### src/rtl/algo_mrw_refr_sched.sv
// Refresh scheduler for the sub-banks of the multiport algorithmic memories:
// credit accounting, conflict-aware deferral, forced refresh with stall, init sweep.
module algo_mrw_refr_sched #(
  parameter int NUMPT    = 2,
  parameter int NUMRBNK  = 4,
  parameter int BITRBNK  = 2,
  parameter int REFFRHF  = 0,
  parameter int MAXCRED  = 7,
  parameter int BITCRED  = 3,
  parameter int MAXDEFER = 3
) (
  input  logic                       clk,
  input  logic                       rst,
  input  logic                       refr,
  input  logic [NUMPT-1:0]           acc_vld,
  input  logic [NUMPT*BITRBNK-1:0]   acc_bank,
  output logic                       ready,
  output logic                       refrB,
  output logic [BITRBNK-1:0]         bankB,
  output logic                       stall,
  output logic [BITRBNK-1:0]         stall_bank,
  output logic [BITCRED-1:0]         cred,
  output logic                       err_ovf
);

  localparam int BITDEF = (MAXDEFER > 0) ? $clog2(MAXDEFER + 1) : 1;
  localparam logic [BITRBNK-1:0] LASTB = BITRBNK'(NUMRBNK - 1);
  localparam logic [BITCRED-1:0] CMAX  = BITCRED'(MAXCRED);
  localparam logic [BITDEF-1:0]  DMAX  = BITDEF'(MAXDEFER);

  typedef enum logic [1:0] {ST_INIT, ST_IDLE, ST_PEND, ST_STALL} state_t;

  state_t               state_q, state_d;
  logic [BITRBNK-1:0]   ptr_q, ptr_d;
  logic [BITDEF-1:0]    defer_q, defer_d;
  logic [BITCRED-1:0]   cred_q, cred_d;
  logic                 tog_q, tog_d;
  logic                 ovf_q, ovf_d;
  logic                 ready_q, ready_d;
  logic                 refrb_q, refrb_d;
  logic [BITRBNK-1:0]   bankb_q, bankb_d;
  logic                 stall_q, stall_d;
  logic [BITRBNK-1:0]   sbank_q, sbank_d;

  logic hit, eff, issue, sub;

  always_comb begin
    hit = 1'b0;
    for (int p = 0; p < NUMPT; p++)
      if (acc_vld[p] && (acc_bank[p*BITRBNK +: BITRBNK] == ptr_q)) hit = 1'b1;
  end

  // In half-frequency mode only the second pulse of each pair earns a credit.
  assign eff   = refr & ((REFFRHF == 0) | tog_q);
  assign tog_d = refr ? ~tog_q : tog_q;

  always_comb begin
    state_d = state_q;
    defer_d = defer_q;
    stall_d = 1'b0;
    issue   = 1'b0;
    sub     = 1'b0;
    ready_d = (state_q != ST_INIT);
    case (state_q)
      ST_INIT: begin
        issue = 1'b1;
        if (ptr_q == LASTB) state_d = ST_IDLE;
      end
      ST_IDLE: begin
        if ((cred_q != '0) || eff) state_d = ST_PEND;
      end
      ST_PEND: begin
        if (hit) begin
          defer_d = defer_q + 1'b1;
          if (defer_d == DMAX) begin
            state_d = ST_STALL;
            stall_d = 1'b1;
          end
        end else begin
          issue   = 1'b1;
          sub     = 1'b1;
          defer_d = '0;
        end
      end
      ST_STALL: begin
        issue   = 1'b1;
        sub     = 1'b1;
        defer_d = '0;
      end
      default: state_d = ST_INIT;
    endcase

    cred_d = cred_q;
    ovf_d  = ovf_q;
    case ({eff, sub})
      2'b10: begin
        if (cred_q == CMAX) ovf_d = 1'b1;
        else                cred_d = cred_q + 1'b1;
      end
      2'b01:   cred_d = cred_q - 1'b1;
      default: cred_d = cred_q;
    endcase

    // After a credited issue, stay pending only while credit remains.
    if (sub) state_d = (cred_d != '0) ? ST_PEND : ST_IDLE;

    ptr_d   = issue ? ((ptr_q == LASTB) ? '0 : ptr_q + 1'b1) : ptr_q;
    refrb_d = issue;
    bankb_d = issue ? ptr_q : '0;
    sbank_d = stall_d ? ptr_q : '0;
  end

  always_ff @(posedge clk or posedge rst) begin
    if (rst) begin
      state_q <= ST_INIT;
      ptr_q   <= '0;
      defer_q <= '0;
      cred_q  <= '0;
      tog_q   <= 1'b0;
      ovf_q   <= 1'b0;
      ready_q <= 1'b0;
      refrb_q <= 1'b0;
      bankb_q <= '0;
      stall_q <= 1'b0;
      sbank_q <= '0;
    end else begin
      state_q <= state_d;
      ptr_q   <= ptr_d;
      defer_q <= defer_d;
      cred_q  <= cred_d;
      tog_q   <= tog_d;
      ovf_q   <= ovf_d;
      ready_q <= ready_d;
      refrb_q <= refrb_d;
      bankb_q <= bankb_d;
      stall_q <= stall_d;
      sbank_q <= sbank_d;
    end
  end

  assign ready      = ready_q;
  assign refrB      = refrb_q;
  assign bankB      = bankb_q;
  assign stall      = stall_q;
  assign stall_bank = sbank_q;
  assign cred       = cred_q;
  assign err_ovf    = ovf_q;

  // Upstream must keep off the reserved bank while the forced refresh is decided.
  a_no_hit_in_stall: assert property (@(posedge clk) disable iff (rst)
    (state_q == ST_STALL) |-> !hit);
  a_refr_stall_excl: assert property (@(posedge clk) disable iff (rst)
    !(refrb_q && stall_q));

endmodule

### config.mk
export PLATFORM = sky130hd
export DESIGN_NAME = algo_mrw_refr_sched
export DESIGN_NICKNAME = d
export VERILOG_FILES = /design/src/rtl/algo_mrw_refr_sched.sv
export SDC_FILE = /design/constraint.sdc
export NUM_CORES = 1
export LEC_CHECK = 0
export BUFFER_PORTS_ARGS = -buffer_cell sky130_fd_sc_hd__buf_4
export CAP_MARGIN = 20
export CORE_MARGIN = 2
export CORE_UTILIZATION = 57
export DETAILED_ROUTE_END_ITERATION = 8
export GPL_ROUTABILITY_DRIVEN = 0
export PLACE_DENSITY = 0.82
export SLEW_MARGIN = 20
export SYNTH_ARGS = -nofsm -noshare
export SYNTH_HDL_FRONTEND = slang
export SYNTH_SLANG_ARGS = --single-unit
export TNS_END_PERCENT = 100
### constraint.sdc
create_clock -name clk -period 7.3 [get_ports clk]
set_input_delay 0.73 -clock clk [delete_from_list [all_inputs] [get_ports clk]]
set_output_delay 0.73 -clock clk [all_outputs]
set_load 0.005 [all_outputs]
==> results of run 1 <==
==> path summary, 6_finish.rpt <==
check / startpoint / slack, ns / to
max in group asynchronous: rst / 6.39 / stall_bank[0]$_DFF_PP0_
setup / recovery: acc_bank[2] / 4.63 / state_q[0]$_DFFE_PP0P_
hold / removal: err_ovf$_DFFE_PP0P_ / 0.48 / err_ovf$_DFFE_PP0P_
setup reg to reg: ptr_q[1]$_DFFE_PP0P_ / 4.66 / state_q[0]$_DFFE_PP0P_
hold reg to reg: err_ovf$_DFFE_PP0P_ / 0.48 / err_ovf$_DFFE_PP0P_
min in group asynchronous: rst / 0.51 / state_q[1]$_DFFE_PP0P_
==> cells in the mapped netlist, drive strengths merged <==
cell type,instances
dfrtp,17
o221a,1
inv,10
mux2i,2
nor4,1
o211ai,1
nand3b,1
nand4bb,1
a31o,2
xnor2,5
a31oi,1
nor2b,1
a21boi,1
nand3,3
ha,12
and2,4
nor2,3
o21ai,4
or3,1
o21bai,1
nand2,5
nor3b,1
mux2,2
a32o,1
and3,1
o31ai,1
a21oi,3
==> metrics by stage <==
step                      power [mW]  util (%)
after floorplan                0.392         -
after global placement         0.465      73.4
after detailed placement       0.479      73.4
after CTS                      0.535      75.1
after global routing           0.573      75.1
final                          0.531      75.1
==> flip-flops by register name (all words and copies together) (netlist names) <==
name        flops
cred            3
bankB           2
defer_q         2
ptr_q           2
stall_bank      2
state_q         2
err_ovf         1
ready           1
refrB           1
stall           1
==> layer usage <==
layer  up-vias  global-route usage [%]  share of wire, %
met3         8                    3.57               3.4
li1        345                       -                 -
met5         -                       0                 0
met2        18                    38.6                53
met1       337                    26.4                40
met4         0                    12.4               3.0
==> final cells by class <==
class | count | area, um2 | area share, %
multi-input combinational | 59 | 519 | 44.3
sequential | 17 | 425 | 36.3
timing repair buffer | 19 | 143 | 12.2
inverter | 10 | 37.5 | 3.21
clock buffer | 4 | 26.3 | 2.24
tap | 16 | 20.0 | 1.71
==> where the power goes <==
part | switching, mW | internal (mW) | total (mW)
sequential | 0.0333 | 0.130 | 0.163
combinational | 0.160 | 0.156 | 0.317
clock | 0.0299 | 0.0213 | 0.0512
==> cells by family after synthesis <==
family / after synthesis / share of synthesized area (%)
simple gates: 22 / 14.7
buf+inv: 10 / 3.82
xor+xnor: 5 / 4.46
flops: 17 / 43.3
fa+ha+maj: 12 / 15.3
compound gates: 16 / 13.4
mux: 4 / 5.10
==> out/metrics.csv, run 1 <==
metric,value,unit
status,"complete, no violations",
"Setup violations, final",0,
critical path cell sequence,buf_4 -> xnor2_1 -> nand3_2 -> a31oi_2 -> inv_2 -> ha_1 -> a31o_2 -> nand2_1 -> o21ai_0 -> nor4_2 -> o21bai_1,
First DRT Iteration DRCs,6,
DP Cell Count,121,
setup slack after layout,4.63,ns
Max VDD drop,0.256,mV
row count,14,
Setup WS pre-CTS,4.35,ns
Hold WC Path Type,flop to flop,
Final Instance Area,1170,um2
diode count,0,
DIE WIDTH,45.5,um
Syn Area/Cell,11.4,um2
clk sinks,17,
sequential fraction of the synthesis area,43.3,%
Hold Path Stages,1,
"FF+latch count, synth",17,
Post-Route Skew,0.00190,ns
Initial Util,63.0,%
Final Max Slew Viols,0,
HPWL after detailed placement,1460,um
CP max-delay cell,ha_1,
Slew @ Worst Pin,0.633,ns
max_cap viols,0,
Post-DP Area,1140,um2
GRT Util Overall,22.5,%
post-route ant nets,0,
"commonest cells after routing, fill and taps aside","19 x buf_4, 17 x dfrtp_1, 12 x ha_1, 9 x inv_1",
largest net degree at the start of global routing,18,
crit-path leading delay family,compound AO/OA/AOI/OAI gates,
"Buf+Inv Stages, Crit Path",2,
CTS tree,done,
headroom to the max-slew limit,57.8,%
post-CTS setup buffers,0,
# IOs,20,
CP peak stage delay,0.35,ns
Fin. Hold Viols,0,
hold_ws,0.475,ns
CTS Root Cell,clkbuf_4,
Clock transition at path regs,0.09,ns
Crit path depth,11,
share of post-route cells with drive strength above 1,33.0,%
Final nets,131,
via/cell ratio,5.66,
reg2reg path depth,10,
critical path class,primary input to flop,
first-pass GRT wire length,3260,um
Post-Syn Area,982,um2
cts hold-fix bufs,0,
CP endpoint kind,flop,
crit-path max FO,6,
Setup crit start kind,primary input,
drt pass-1 iters,4,
post-synth cell types,31,
overflow left after global routing,0,
Fmax,375,MHz
Lkg Pwr,0.583,nW
critical path arrival,2.88,ns
antenna violations before repair,0,
Yosys top cell by area,dfrtp_1,
Post-CTS Resized,0,
share of the synthesized area in the top cell type,43.3,%
clock period minus worst slack,2.67,ns
CP required,7.51,ns
Power Density,454,nW/um2
I/O Buffers,19,
"most common cell after layout, fill and taps aside",buf_4,
WL per Instance,15.2,um
Core ar.,1560,um2
Cells after Synth,86,
die area,2070,um2
vias in the first global route,730,
Die Span Y,45.5,um
Syn Nets,107,
final wirelength,1900,um
Area Overhead vs Synth,19.2,%
Post-route DRC,0,
Synthesis Warnings,0,
total CTS buffers,3,
CTS Buffer Depth,2,
CTS H-tree depth,1,
Final Instance Count excl. Fillers,125,
Vias,708,
fillcell total,110,
final period utilization,36.5,%
largest cells by area after synthesis,"dfrtp_1 43%, ha_1 15%, xnor2_1 4.5%",
clock latency on the worst-skew pair,0.30,ns
Setup TNS,0,ns
RSZ-0062 raised after global routing,false,
Note: power is estimated with default switching activity, not from simulation.
==> run 2: changes to the inputs <==
- ABC_AREA: unset -> 1
- CORE_UTILIZATION: 57 -> 54
- PLACE_DENSITY: 0.82 -> 0.78
- clock period: 7.3 -> 2.5 ns (I/O delays scaled with it)
==> run 2 against run 1 <==
Compared with the run above:
- non-clock buffer count is the same
- combinational power grew to 3.2 times the previous value
- design area grew 8.9%
- core utilization shrank 8.8 points
- first-iteration DRC count shrank 17%
- clock-buffer cell count shrank 1
- critical path type is now flop to flop
==> out/metrics.csv, run 2 <==
metric,value,unit,change
status,"complete, no violations",,unchanged
"FF+latch count, synth",17,,unchanged
"most common cell after layout, fill and taps aside",nand2_1,,was buf_4
final core occ,66.3,%,was 75.1%
critical path arrival,2.30,ns,was 2.88 ns
Most common cell on crit path,nand2_1,,
Post-Route Skew,0.00423,ns,was 0.00190 ns
headroom to the max-slew limit,58.0,%,was 57.8%
Post-route DRC,0,,unchanged
internal power,0.850,mW,was 0.308 mW
CTS tree,done,,unchanged
CTS H-tree depth,1,,unchanged
Seq. cell area,425,um2,unchanged
Vias,865,,was 708
Setup crit start kind,flop,,was primary input
vias in the first global route,899,,was 730
CP max-delay cell,dfrtp_1,,was ha_1
number of flops mapped to enable cells by yosys,0,,unchanged
DIE WIDTH,48.5,um,was 45.5 um
fraction of registers with async set/reset,100,%,unchanged
CTS Buffer Depth,2,,unchanged
Slew @ Worst Pin,0.630,ns,was 0.633 ns
Max VDD drop,0.764,mV,was 0.256 mV
post-route ant nets,0,,unchanged
first-pass GRT wire length,3610,um,was 3260 um
RSZ-0062 raised after global routing,false,,unchanged
crit-path max FO,5,,was 6
Area Overhead vs Synth,19.3,%,was 19.2%
Power Density,1280,nW/um2,was 454 nW/um2
hold_ws,0.0218,ns,was 0.475 ns
Final Max Slew Viols,0,,unchanged
Fin. Hold Viols,0,,unchanged
antenna violations before repair,0,,unchanged
largest cells by area after synthesis,"dfrtp_1 40%, ha_1 14%, nand2_1 14%",,"was dfrtp_1 43%, ha_1 15%, xnor2_1 4.5%"
cts hold-fix bufs,0,,unchanged
GRT Util Overall,19.7,%,was 22.5%
final period utilization,83.9,%,
Hold WC Path Type,primary input to async pin,,was flop to flop
critical path cell sequence,inv_1 -> ha_1 -> nand3_4 -> nand2_2 -> ha_1 -> inv_1 -> nand2_1 -> nand2_1 -> nand2_2 -> nor2_1 -> nand2_1 -> nand2_1 -> nand2_1 -> nand2_1 -> nand2_1,,was buf_4 -> xnor2_1 -> nand3_2 -> a31oi_2 -> inv_2 -> ha_1 -> a31o_2 -> nand2_1 -> o21ai_0 -> nor4_2 -> o21bai_1
overall power,1.63,mW,was 0.531 mW
drt pass-1 iters,3,,was 4
"Top FF cell, synth",dfrtp_1,,unchanged
Lkg Pwr,0.714,nW,was 0.583 nW
Yosys top cell by area,dfrtp_1,,unchanged
Clock transition at path regs,0.11,ns,was 0.09 ns
row count,16,,was 14
Fmax,477,MHz,
post-synth cell types,20,,was 31
"Buf+Inv Stages, Crit Path",2,,unchanged
Comb pwr share,61.5,%,was 59.6%
Post-CTS Resized,0,,unchanged
Final Instance Count excl. Fillers,186,,was 125
most numerous cell in the Yosys netlist,nand2_1,,was dfrtp_1
die area,2350,um2,was 2070 um2
HPWL after detailed placement,1550,um,was 1460 um
clock latency on the worst-skew pair,0.30,ns,about the same
Final Instance Area,1270,um2,was 1170 um2
CP peak stage delay,0.43,ns,was 0.35 ns
Clock Power Share,9.5,%,was 9.6%
Post-Syn Area,1070,um2,was 982 um2
Final nets,181,,was 131
Sequential Power Share,28.9,%,was 30.7%
post-CTS setup buffers,0,,unchanged
Setup WS pre-CTS,0.407,ns,was 4.35 ns
Post-DP Area,1240,um2,was 1140 um2
via/cell ratio,4.65,,was 5.66
Synthesis Warnings,0,,unchanged
fillcell total,172,,was 110
Initial Util,55.6,%,was 63.0%
CP endpoint kind,flop,,unchanged
final wirelength,1910,um,was 1900 um
crit-path leading delay family,simple AND/OR/NAND/NOR gates,,was compound AO/OA/AOI/OAI gates
Setup TNS,0,ns,unchanged
"Setup violations, final",0,,unchanged
Core ar.,1920,um2,was 1560 um2
# IOs,20,,unchanged
largest net degree at the start of global routing,18,,unchanged
most frequent cells after synthesis,"40 x nand2_1, 21 x inv_1, 17 x dfrtp_1",,"was 17 x dfrtp_1, 12 x ha_1, 9 x inv_1"
"commonest cells after routing, fill and taps aside","40 x nand2_1, 21 x inv_1, 19 x buf_4, 17 x dfrtp_1, 15 x nor2_1",,"was 19 x buf_4, 17 x dfrtp_1, 12 x ha_1, 9 x inv_1"
overflow left after global routing,0,,unchanged
Syn Area/Cell,7.86,um2,was 11.4 um2
I/O Buffers,19,,unchanged
Syn Nets,157,,was 107
Sw Pwr,0.781,mW,was 0.223 mW
max_cap viols,0,,unchanged
CP required,2.70,ns,was 7.51 ns
DP Cell Count,182,,was 121
CTS Root Cell,clkbuf_4,,unchanged
multi-input logic area,546,um2,was 519 um2
diode count,0,,unchanged
sequential fraction of the synthesis area,39.8,%,was 43.3%
Cells after Synth,136,,was 86
Sw Share,47.9,%,was 42.1%
total CTS buffers,3,,unchanged
clock period minus worst slack,2.10,ns,
number of flip-flops in the largest register,3,,unchanged
clk sinks,17,,unchanged
Die Span Y,48.5,um,was 45.5 um
share of the synthesized area in the top cell type,39.8,%,was 43.3%
setup slack after layout,0.403,ns,was 4.63 ns
share of post-route cells with drive strength above 1,26.4,%,was 33.0%
critical path class,flop to flop,,was primary input to flop
WL per Instance,10.3,um,was 15.2 um
First DRT Iteration DRCs,5,,was 6
==> run 2: path summary, 6_finish.rpt <==
check                                       start                endpoint  slack, ns  depth (start not counted)
max                        state_q[0]$_DFFE_PP0P_  state_q[1]$_DFFE_PP0P_       0.40                         15
min                                           rst     err_ovf$_DFFE_PP0P_       0.02                          2
max reg2reg                state_q[0]$_DFFE_PP0P_  state_q[1]$_DFFE_PP0P_       0.40                         15
min reg2reg                   err_ovf$_DFFE_PP0P_     err_ovf$_DFFE_PP0P_       0.49                          2
max in group asynchronous                     rst  defer_q[1]$_DFFE_PP0N_       2.07                          2
min in group clk                       acc_vld[0]         stall$_DFF_PP0_       0.37                          5
==> run 2: logic make-up after synthesis <==
family                     Yosys count  synth area share [%]
and+or+nand+nor                     74                  32.2
buffers and inverters               26                  9.13
DFF                                 17                  39.8
adders and majority gates           12                  14.1
AOI/OAI and AO/OA                    5                  3.16
xor gates and xnor gates             2                  1.64
==> run 2: layout make-up <==
cell class / instances / area share (%)
Sequential cell: 17 / 33.4
Clock buffer: 3 / 1.77
Multi-Input combinational cell: 93 / 42.8
Timing Repair Buffer: 19 / 11.2
Tap cell: 27 / 2.65
Inverter: 26 / 7.65
Clock inverter: 1 / 0.589
==> run 2: layer usage <==
layer / part of all wire (%) / GRT usage (%)
met5: 0 / 0
met4: 1.5 / 9.05
met3: 3.5 / 3.40
met2: 51 / 34.7
met1: 44 / 23.4
==> run 2: power groups by stage <==
stage | Clock [mW] | Combinational [mW] | Sequential [mW]
6_report | 0.156 | 1.00 | 0.472
5_1_grt | 0.176 | 1.17 | 0.490
4_1_cts | 0.162 | 1.01 | 0.472
3_5_place_dp | 0 | 1.01 | 0.477
3_3_place_gp | 0 | 0.980 | 0.473
2_1_floorplan | 0 | 0.775 | 0.462
